<file path="src/rtl/lsu_mem_stage.sv">
// Memory-access stage: issues loads/stores on a req/gnt/rvalid bus, aligns byte lanes,
// extends load data and registers the result for writeback, stalling upstream while busy.
module lsu_mem_stage #(
  parameter int ADDR_W = 32,
  parameter int DATA_W = 32
) (
  input  logic              sys_clk,
  input  logic              sys_arst,
  input  logic              valid_i,
  input  logic [31:0]       result_i,
  input  logic [DATA_W-1:0] reg2_r_data_i,
  input  logic [14:0]       mem_ctrl_i,
  input  logic [1:0]        wb_ctrl_i,
  input  logic [4:0]        ex_Rd_i,
  output logic              dbus_req_o,
  output logic              dbus_we_o,
  output logic [ADDR_W-1:0] dbus_addr_o,
  output logic [DATA_W-1:0] dbus_wdata_o,
  output logic [3:0]        dbus_be_o,
  input  logic              dbus_gnt_i,
  input  logic              dbus_rvalid_i,
  input  logic [DATA_W-1:0] dbus_rdata_i,
  output logic [4:0]        mem_Rd_o,
  output logic [1:0]        mem_wb_ctrl_o,
  output logic [31:0]       mem_data_o,
  output logic [31:0]       wb_data_o,
  output logic [4:0]        wb_Rd_o,
  output logic [1:0]        wb_ctrl_o,
  output logic              err_o,
  output logic              hold_o
);

  typedef enum logic [1:0] {IDLE, WAIT_GNT, WAIT_RSP} state_t;

  typedef struct packed {
    logic       load;
    logic       store;
    logic [2:0] f3;
    logic [1:0] off;
  } acc_t;

  state_t state, state_n;
  acc_t   acc;
  logic   mem_op, f3_ok, misal, bad, legal;
  logic   req, hold;
  logic [3:0][7:0] rd_lanes;
  logic [7:0]      ld_byte;
  logic [15:0]     ld_half;
  logic [31:0]     ld_ext;
  logic            unused;

  assign unused = ^{mem_ctrl_i[14:6], mem_ctrl_i[3]};

  // Both MemRead and MemWrite set resolves to a store.
  assign acc.store = valid_i & mem_ctrl_i[5];
  assign acc.load  = valid_i & mem_ctrl_i[4] & ~mem_ctrl_i[5];
  assign acc.f3    = mem_ctrl_i[2:0];
  assign acc.off   = result_i[1:0];
  assign mem_op    = acc.store | acc.load;

  always_comb begin
    f3_ok = 1'b0;
    if (acc.store)
      f3_ok = (acc.f3 == 3'b000) || (acc.f3 == 3'b001) || (acc.f3 == 3'b010);
    else
      f3_ok = (acc.f3 == 3'b000) || (acc.f3 == 3'b001) || (acc.f3 == 3'b010) ||
              (acc.f3 == 3'b100) || (acc.f3 == 3'b101);
  end

  assign misal = ((acc.f3[1:0] == 2'b01) & acc.off[0]) |
                 ((acc.f3[1:0] == 2'b10) & (acc.off != 2'b00));
  assign bad   = mem_op & (~f3_ok | misal);
  assign legal = mem_op & ~bad;

  always_ff @(posedge sys_clk or posedge sys_arst) begin
    if (sys_arst) state <= IDLE;
    else          state <= state_n;
  end

  always_comb begin
    state_n = state;
    req     = 1'b0;
    hold    = 1'b0;
    case (state)
      IDLE: begin
        req  = legal;
        hold = legal & (acc.load | ~dbus_gnt_i);
        if (legal) begin
          if (!dbus_gnt_i)     state_n = WAIT_GNT;
          else if (acc.load)   state_n = WAIT_RSP;
        end
      end
      WAIT_GNT: begin
        req  = 1'b1;
        hold = ~(acc.store & dbus_gnt_i);
        if (dbus_gnt_i) state_n = acc.store ? IDLE : WAIT_RSP;
      end
      WAIT_RSP: begin
        hold = ~dbus_rvalid_i;
        if (dbus_rvalid_i) state_n = IDLE;
      end
      default: state_n = IDLE;
    endcase
  end

  // Gated by reset so an abandoned access drops the bus and releases the pipe at once.
  assign dbus_req_o = req & ~sys_arst;
  assign hold_o     = hold & ~sys_arst;

  assign dbus_we_o   = acc.store;
  assign dbus_addr_o = {result_i[ADDR_W-1:2], 2'b00};

  always_comb begin
    dbus_be_o    = 4'b1111;
    dbus_wdata_o = reg2_r_data_i;
    if (acc.store) begin
      case (acc.f3[1:0])
        2'b00: begin
          dbus_be_o    = 4'b0001 << acc.off;
          dbus_wdata_o = {4{reg2_r_data_i[7:0]}};
        end
        2'b01: begin
          dbus_be_o    = 4'b0011 << {acc.off[1], 1'b0};
          dbus_wdata_o = {2{reg2_r_data_i[15:0]}};
        end
        default: ;
      endcase
    end
  end

  assign rd_lanes = dbus_rdata_i;
  assign ld_byte  = rd_lanes[acc.off];
  assign ld_half  = acc.off[1] ? dbus_rdata_i[31:16] : dbus_rdata_i[15:0];

  always_comb begin
    case (acc.f3)
      3'b000:  ld_ext = {{24{ld_byte[7]}}, ld_byte};
      3'b001:  ld_ext = {{16{ld_half[15]}}, ld_half};
      3'b100:  ld_ext = {24'b0, ld_byte};
      3'b101:  ld_ext = {16'b0, ld_half};
      default: ld_ext = dbus_rdata_i;
    endcase
  end

  assign mem_Rd_o      = ex_Rd_i;
  assign mem_wb_ctrl_o = wb_ctrl_i & {2{valid_i}};
  assign mem_data_o    = result_i;

  // While stalled the WB register takes a bubble so the retiring op writes exactly once.
  always_ff @(posedge sys_clk or posedge sys_arst) begin
    if (sys_arst) begin
      wb_data_o <= '0;
      wb_Rd_o   <= '0;
      wb_ctrl_o <= '0;
      err_o     <= 1'b0;
    end else begin
      err_o <= (state == IDLE) & bad;
      if (hold) begin
        wb_ctrl_o <= '0;
      end else begin
        wb_Rd_o   <= ex_Rd_i;
        wb_ctrl_o <= bad ? 2'b00 : (wb_ctrl_i & {2{valid_i}});
        wb_data_o <= (state == WAIT_RSP) ? ld_ext : result_i;
      end
    end
  end

endmodule
</file>
<file path="config.mk">
export PLATFORM = sky130hd
export DESIGN_NAME = lsu_mem_stage
export DESIGN_NICKNAME = d
export VERILOG_FILES = /design/src/rtl/lsu_mem_stage.sv
export SDC_FILE = /design/constraint.sdc
export NUM_CORES = 1
export LEC_CHECK = 0
export BUFFER_PORTS_ARGS = -buffer_cell sky130_fd_sc_hd__buf_2
export CAP_MARGIN = 20
export CORE_AREA = 2 2 106 108
export CTS_BUF_LIST = sky130_fd_sc_hd__clkbuf_4
export DETAILED_ROUTE_END_ITERATION = 10
export DIE_AREA = 0 0 108 110
export PLACE_DENSITY = 0.82
export SYNTH_ARGS = -nofsm -noshare
export SYNTH_HDL_FRONTEND = slang
export SYNTH_SLANG_ARGS = --single-unit
</file>
<file path="constraint.sdc">
create_clock -name sys_clk -period 1.85 [get_ports sys_clk]
set_input_delay 0.2775 -clock sys_clk [delete_from_list [all_inputs] [get_ports sys_clk]]
set_output_delay 0.2775 -clock sys_clk [all_outputs]
set_load 0.01 [all_outputs]
</file>
# Yosys cells after proc, flatten, opt, wreduce, memory -nomap -nowiden
# Index checks and enable logic that the tools add are counted.
totals:
  reg_bits: 42
  in_bits: 123
  out_inout_bits: 150
  wordCells: 74
classes:
  n_mux: 21
  n_reduce_logical: 9
  n_bitwise: 24
  eq_ne: 12
  n_shift: 2
  magnitude_cmp: 1
ops:
  columns: ["cell", "n"]
  rows:
  - ["$pmux 32 s4", 1]
  - ["$mux 32", 2]
  - ["$pmux 32 s2", 1]
  - ["$bmux 8 s2", 1]
  - ["$mux 16", 1]
  - ["$mux 2", 8]
  - ["$and 1x1->1", 12]
  - ["$mux 8", 1]
  - ["$pmux 4 s2", 1]
  - ["$not 1->1", 7]
  - ["$eq 3x3->1 const B", 2]
  - ["$ne 2x2->1 const B", 3]
  - ["$pmux 2 s3", 1]
  - ["$eq 2x1->1 const B", 2]
  - ["$eq 2x2->1 const B", 2]
  - ["$logic_not 2->1", 2]
  - ["$logic_or 1x1->1", 4]
  - ["$mux 4", 1]
  - ["$or 1x1->1", 4]
  - ["$reduce_and 4->1", 1]
  - ["$shl 1x2->4 const A", 1]
  - ["$shl 2x2->4 const A", 1]
  - ["$eq 3x1->1 const B", 1]
  - ["$eq 3x2->1 const B", 1]
  - ["other kinds (8)", 8]

# Depth between registers and ports, before layout
depth:
  ltp_word: 14
  ltp_mapped: 7
  mapped_depth_nobuf: 4

# Least setup slack after synthesis
# No wires, ideal clock.
synth_path:
  path_kind: "input to register"
  startpoint: "input port result_i[1]"
  endpoint: "register wb_data_o[16]"
  setup_ps: 125
  t_required_ps: 1725
  t_arrival_ps: 1656
  n_path_buf: 2
  setup_slack_ps: 69
  stages: 6
  cell_sequence: "buf_6 > mux2_4 > mux2_4 > buf_6 > a221o_1 > mux2_4"
synth_via:
  elab_chain_len: 9
  elab_cells_between_ends: 14
  classes_between: "mux: 6; bitwise: 7; reduce/logical: 1"
synth_rtl:
  columns: ["element", "line_no", "rtl"]
  rows:
  - ["start: declaration", "10", "input logic [31:0] result_i,"]
  - ["$reduce_bool 2->1", "71", "((acc.f3[1:0] == 2'b10) & (acc.off != 2'b00));"]
  - ["$and 1x1->1", "71", null]
  - ["$or 1x1->1", "70", "assign misal = ((acc.f3[1:0] == 2'b01) & acc.off[0]) |"]
  - ["$or 1x1->1", "72", "assign bad = mem_op & (~f3_ok | misal);"]
  - ["$and 1x1->1", "72", null]
  - ["$not 1->1", "73", "assign legal = mem_op & ~bad;"]
  - ["$and 1x1->1", "73", null]
  - ["$and 1x1->1", "87", "hold = legal & (acc.load | ~dbus_gnt_i);"]
  - ["$pmux 1 s3", "84", "case (state)"]
  - ["end signal: assignment", "163", "wb_data_o <= (state == WAIT_RSP) ? ld_ext : result_i;"]
  - ["end: declaration", "26", "output logic [31:0] wb_data_o,"]
# Several ways; a longest one is shown, not always the timed one. The select of a mux whose other input is x is not followed.
# A chain may end at the register's enable or synchronous reset.

# Final worst setup path
layout_path:
  startpoint: "register state[0]"
  endpoint: "output port hold_o"
layout_via:
  elab_chain_len: 3
  elab_cells_between_ends: 5
  classes_between: "eq/ne: 2; mux: 1; bitwise: 1; reduce/logical: 1"
layout_rtl:
  columns: ["element", "line_no", "rtl"]
  rows:
  - ["start: declaration", "42", "state_t state, state_n;"]
  - ["start signal: assignment", "77", "else state <= state_n;"]
  - ["$eq 2x2->1, or another cell as far along", "84", null]
  - ["$pmux 1 s3 (*)", "84", null]
  - ["$and 1x1->1 (*)", "108", "assign hold_o = hold & ~sys_arst;"]
  - ["end: declaration", "30", "output logic hold_o"]
# Every way passes the cells marked *; elsewhere a longest branch is shown, timed or not.

==> summary.md <==
| Metric | Value |
|---|---|
| Die height | 110 microns |
| Port buffer count | 260 |
| Number of setup violations in the final report | 0 |
| Synth cell count leaders | 77 x buf_4, 42 x dfrtp_1, 36 x nand2_1, 30 x mux2i_1, 22 x mux2_2 |
| Remaining antenna violation count after routing | 0 |
| Period utilization | 97.00% |
| Pre-antenna DRT Iters | 4 |
| Fillers | ~1,100 |
| Overall routing resource usage | 20.23% |
| IO Pins | 273 |
| Final Skew | a little under 0.02 ns |
| Critical path type | reg2out |
| Global-route wire length before repair | 18,150 microns |
| Class of the worst hold path | in2reg |
| Crit Path Max Fanout | 4 |
| Combinational Power Share | 44.6% |
| Sw frac | 36.93% |
| Number of global-route vias before repair | 3,473 |
| Iter 0 DRT Violations | 168 |
| Final core occ | 46.39% |
| Asr flop ratio synth | 100.0% |
| RD Place Congestion | 0.8876 |
| CTS buffer count | 5 |
| Clock power frac | ~17% |
| DPL Wire Length | 10,370 microns |
| CP Data Arrival Time | 1.52 ns |
| Core Box Area | between 10,000 and 15,000 sq um |
| RSZ-0062 raised after global routing | yes |
| Nets | between 700 and 800 |
| Slew Limit Fails | 0 |
| TritonCTS clock tree | done |
| Worst Max-Slew Pin Slew | 0.5411 ns |
| Area after DPL | slightly below 5000 sq um |
| Synth top area cells | dfrtp_1 28%, buf_4 15%, mux2i_1 8.0% |
| Hold Slack | 0.09653 ns |
| Initial Util | between 30% and 40% |
| Core Rows | 38 |
| Total routed wirelength | 12,700 microns |
| Outcome | finished, final reports clean |
| Clk_lat worst skew | around 0.37 ns |
| EDFF count, synth | 0 |
| DRC | 0 |
| Mapped Avg Cell Area | between 9 and 10 sq um |
| Root Driver | clkbuf_4 |
| Setup crit start kind | register |
| DR WL/cell | 16.82 microns |
| Area fraction of the dominant cell type after synthesis | 27.91% |
| Synth area leader | dfrtp_1 |
| Synth Register Bits | 42 |
| Layout cells sized above 1 | 57.00% |
| H-tree lvl count | 2 |
| Leak | 2.751 nW |
| Share of the yosys chip area belonging to registers | 27.91% |
| Max VDD drop | roughly 0.26 mV |
| Final Hold Fails | 0 |
| Tmin final | roughly 1.8 ns |
| Sequential share of power | a little under two fifths |
| Finished layout cell area | 4962 sq um |
| Die ar. | 11,880 sq um |
| Die X | between 100 and 150 microns |
| Int Power | 1.861 mW |
| Clock transition at path regs | around 0.13 ns |
| Psw | 1.089 mW |
| Maximum operating frequency | 0.5573 GHz |
| Rel. slew slack | 63.88% |
| Mapped Area | 3766 sq um |
| DR vias/cell | 4.894 |
| Primary FF master, synth | dfrtp_1 |
| Post-synth cell types | 37 |
| DR vias | about 3,700 |
| Cells after synthesis | 414 |
| Worst EP required | 1.57 ns |
| PD cells | 594.5 nW/um^2 |
| Largest net degree at the start of global routing | 26 |
| Setup TNS | 0 ns |
| GR Overflow Total | 0 |
| Area growth syn-to-layout | 31.76% |
| Clk buf depth | 2 |
| Max-Cap Viols | 0 |
| Most common cell in the synthesized netlist | buf_4 |
| Initial antenna violation count | 1 |
| Clk sinks | 42 |
| Synth Warn # | 0 |
| Crit. End Element | primary output |
metrics by stage:
step | instances | power [mW] | setup WS [ns]
floorplan | 415 | 1.948 | 0.06911
CTS | 752 | 2.988 | -0.02592
detailed placement | 741 | 2.454 | -0.04639
global placement | 741 | 2.421 | -0.01235
finish | 755 | 2.950 | 0.05549
global route | 755 | 3.141 | -0.02204
final cells by class:
class | instances | area, sq um | area share [%]
multi-input cells | 257 | 1999 | 40.29
inverters | 11 | 41.29 | 0.8321
diodes | 1 | 2.502 | 0.05043
repair buffers | 296 | 1628 | 32.80
clock inverters | 3 | 25.02 | 0.5043
well taps | 140 | 175.2 | 3.530
flip-flops and latches | 42 | 1054 | 21.23
clock buffers | 5 | 37.54 | 0.7564
state kept, by name, summed over array words and instances, names as in the netlist:
register and cells:
err_o 1, state 2, wb_Rd_o 5, wb_ctrl_o 2, wb_data_o 32
cells by family (layout without fill, tap and decap cells):
logic type	after synthesis	count (layout)	share of synthesized area, %
other	1	3	0.09957
muxes	72	72	22.13
AOI/OAI and AO/OA	56	56	11.46
DFF	42	42	27.91
buffers and inverters	116	315	20.00
and+or+nand+nor	127	127	18.41
critical path: stages, from the launching register on:
cell	delay, ns
dfrtp_2	0.46
a2111oi_4	0.26
buf_4	0.18
a21oi_4	0.05
nor2_1	0.08
buf_2	0.13
per-layer routing:
metal  track usage, %  wire, microns  vias to the layer above  share of wire [%]
met5                0              0                        -                  0
met4            5.952            201                        0                1.6
met3            3.057            819                       15                6.4
met2            39.85           6789                      176                 53
met1            22.27           4887                     1734                 38
li1                 -              -                     1770                  -
placed cells by master, fill, tap and decap left out, types with 13 or more instances in the layout:
cell type / synthesis / final
nand2_1: 36 / 36
nor2_1: 16 / 16
mux2_4: 13 / 13
buf_2: 11 / 260
mux2_2: 22 / 22
and3_1: 17 / 17
nand2b_1: 21 / 21
dfrtp_1: 42 / 40
buf_4: 77 / 30
mux2i_1: 30 / 30
nor2b_1: 17 / 16
a221o_1: 16 / 16
power groups by stage:
stage | clock network (mW) | logic, mW | registers, mW
2_1_floorplan | 0 | 0.731 | 1.22
3_3_place_gp | 0 | 1.28 | 1.15
3_5_place_dp | 0 | 1.30 | 1.15
4_1_cts | 0.535 | 1.32 | 1.13
5_1_grt | 0.564 | 1.43 | 1.15
6_report | 0.503 | 1.31 | 1.13
what timing repair did:
| item | 4_1_cts | 5_1_grt |
|---|---|---|
| setup endpoints to repair | 1 | 6 |
| hold buffers | 1 | 0 |
| pin swaps | 3 | 2 |
| cloned | 0 | 0 |
| setup buffers | 2 | 2 |
| resized for setup | 4 | 2 |
| hold endpoints to repair | 22 | 0 |
final timing paths:
| kind | startpoint | endpoint | slack, ns | cells past startpoint |
|---|---|---|---|---|
| setup / recovery | state[0]$_DFFE_PP0P_ | hold_o | 0.06 | 5 |
| hold / removal | dbus_gnt_i | state[0]$_DFFE_PP0P_ | 0.1 | 2 |
| setup reg to reg | state[0]$_DFFE_PP0P_ | wb_data_o[12]$_DFFE_PP0N_ | 0.06 | 6 |
| hold reg to reg | wb_Rd_o[4]$_DFFE_PP0N_ | wb_Rd_o[4]$_DFFE_PP0N_ | 0.50 | 1 |
| max in group asynchronous | sys_arst | wb_data_o[17]$_DFFE_PP0N_ | 0.75 | 4 |
| min in group asynchronous | sys_arst | wb_data_o[4]$_DFFE_PP0N_ | 0.51 | 3 |
Power figures use the tool's default switching activity.
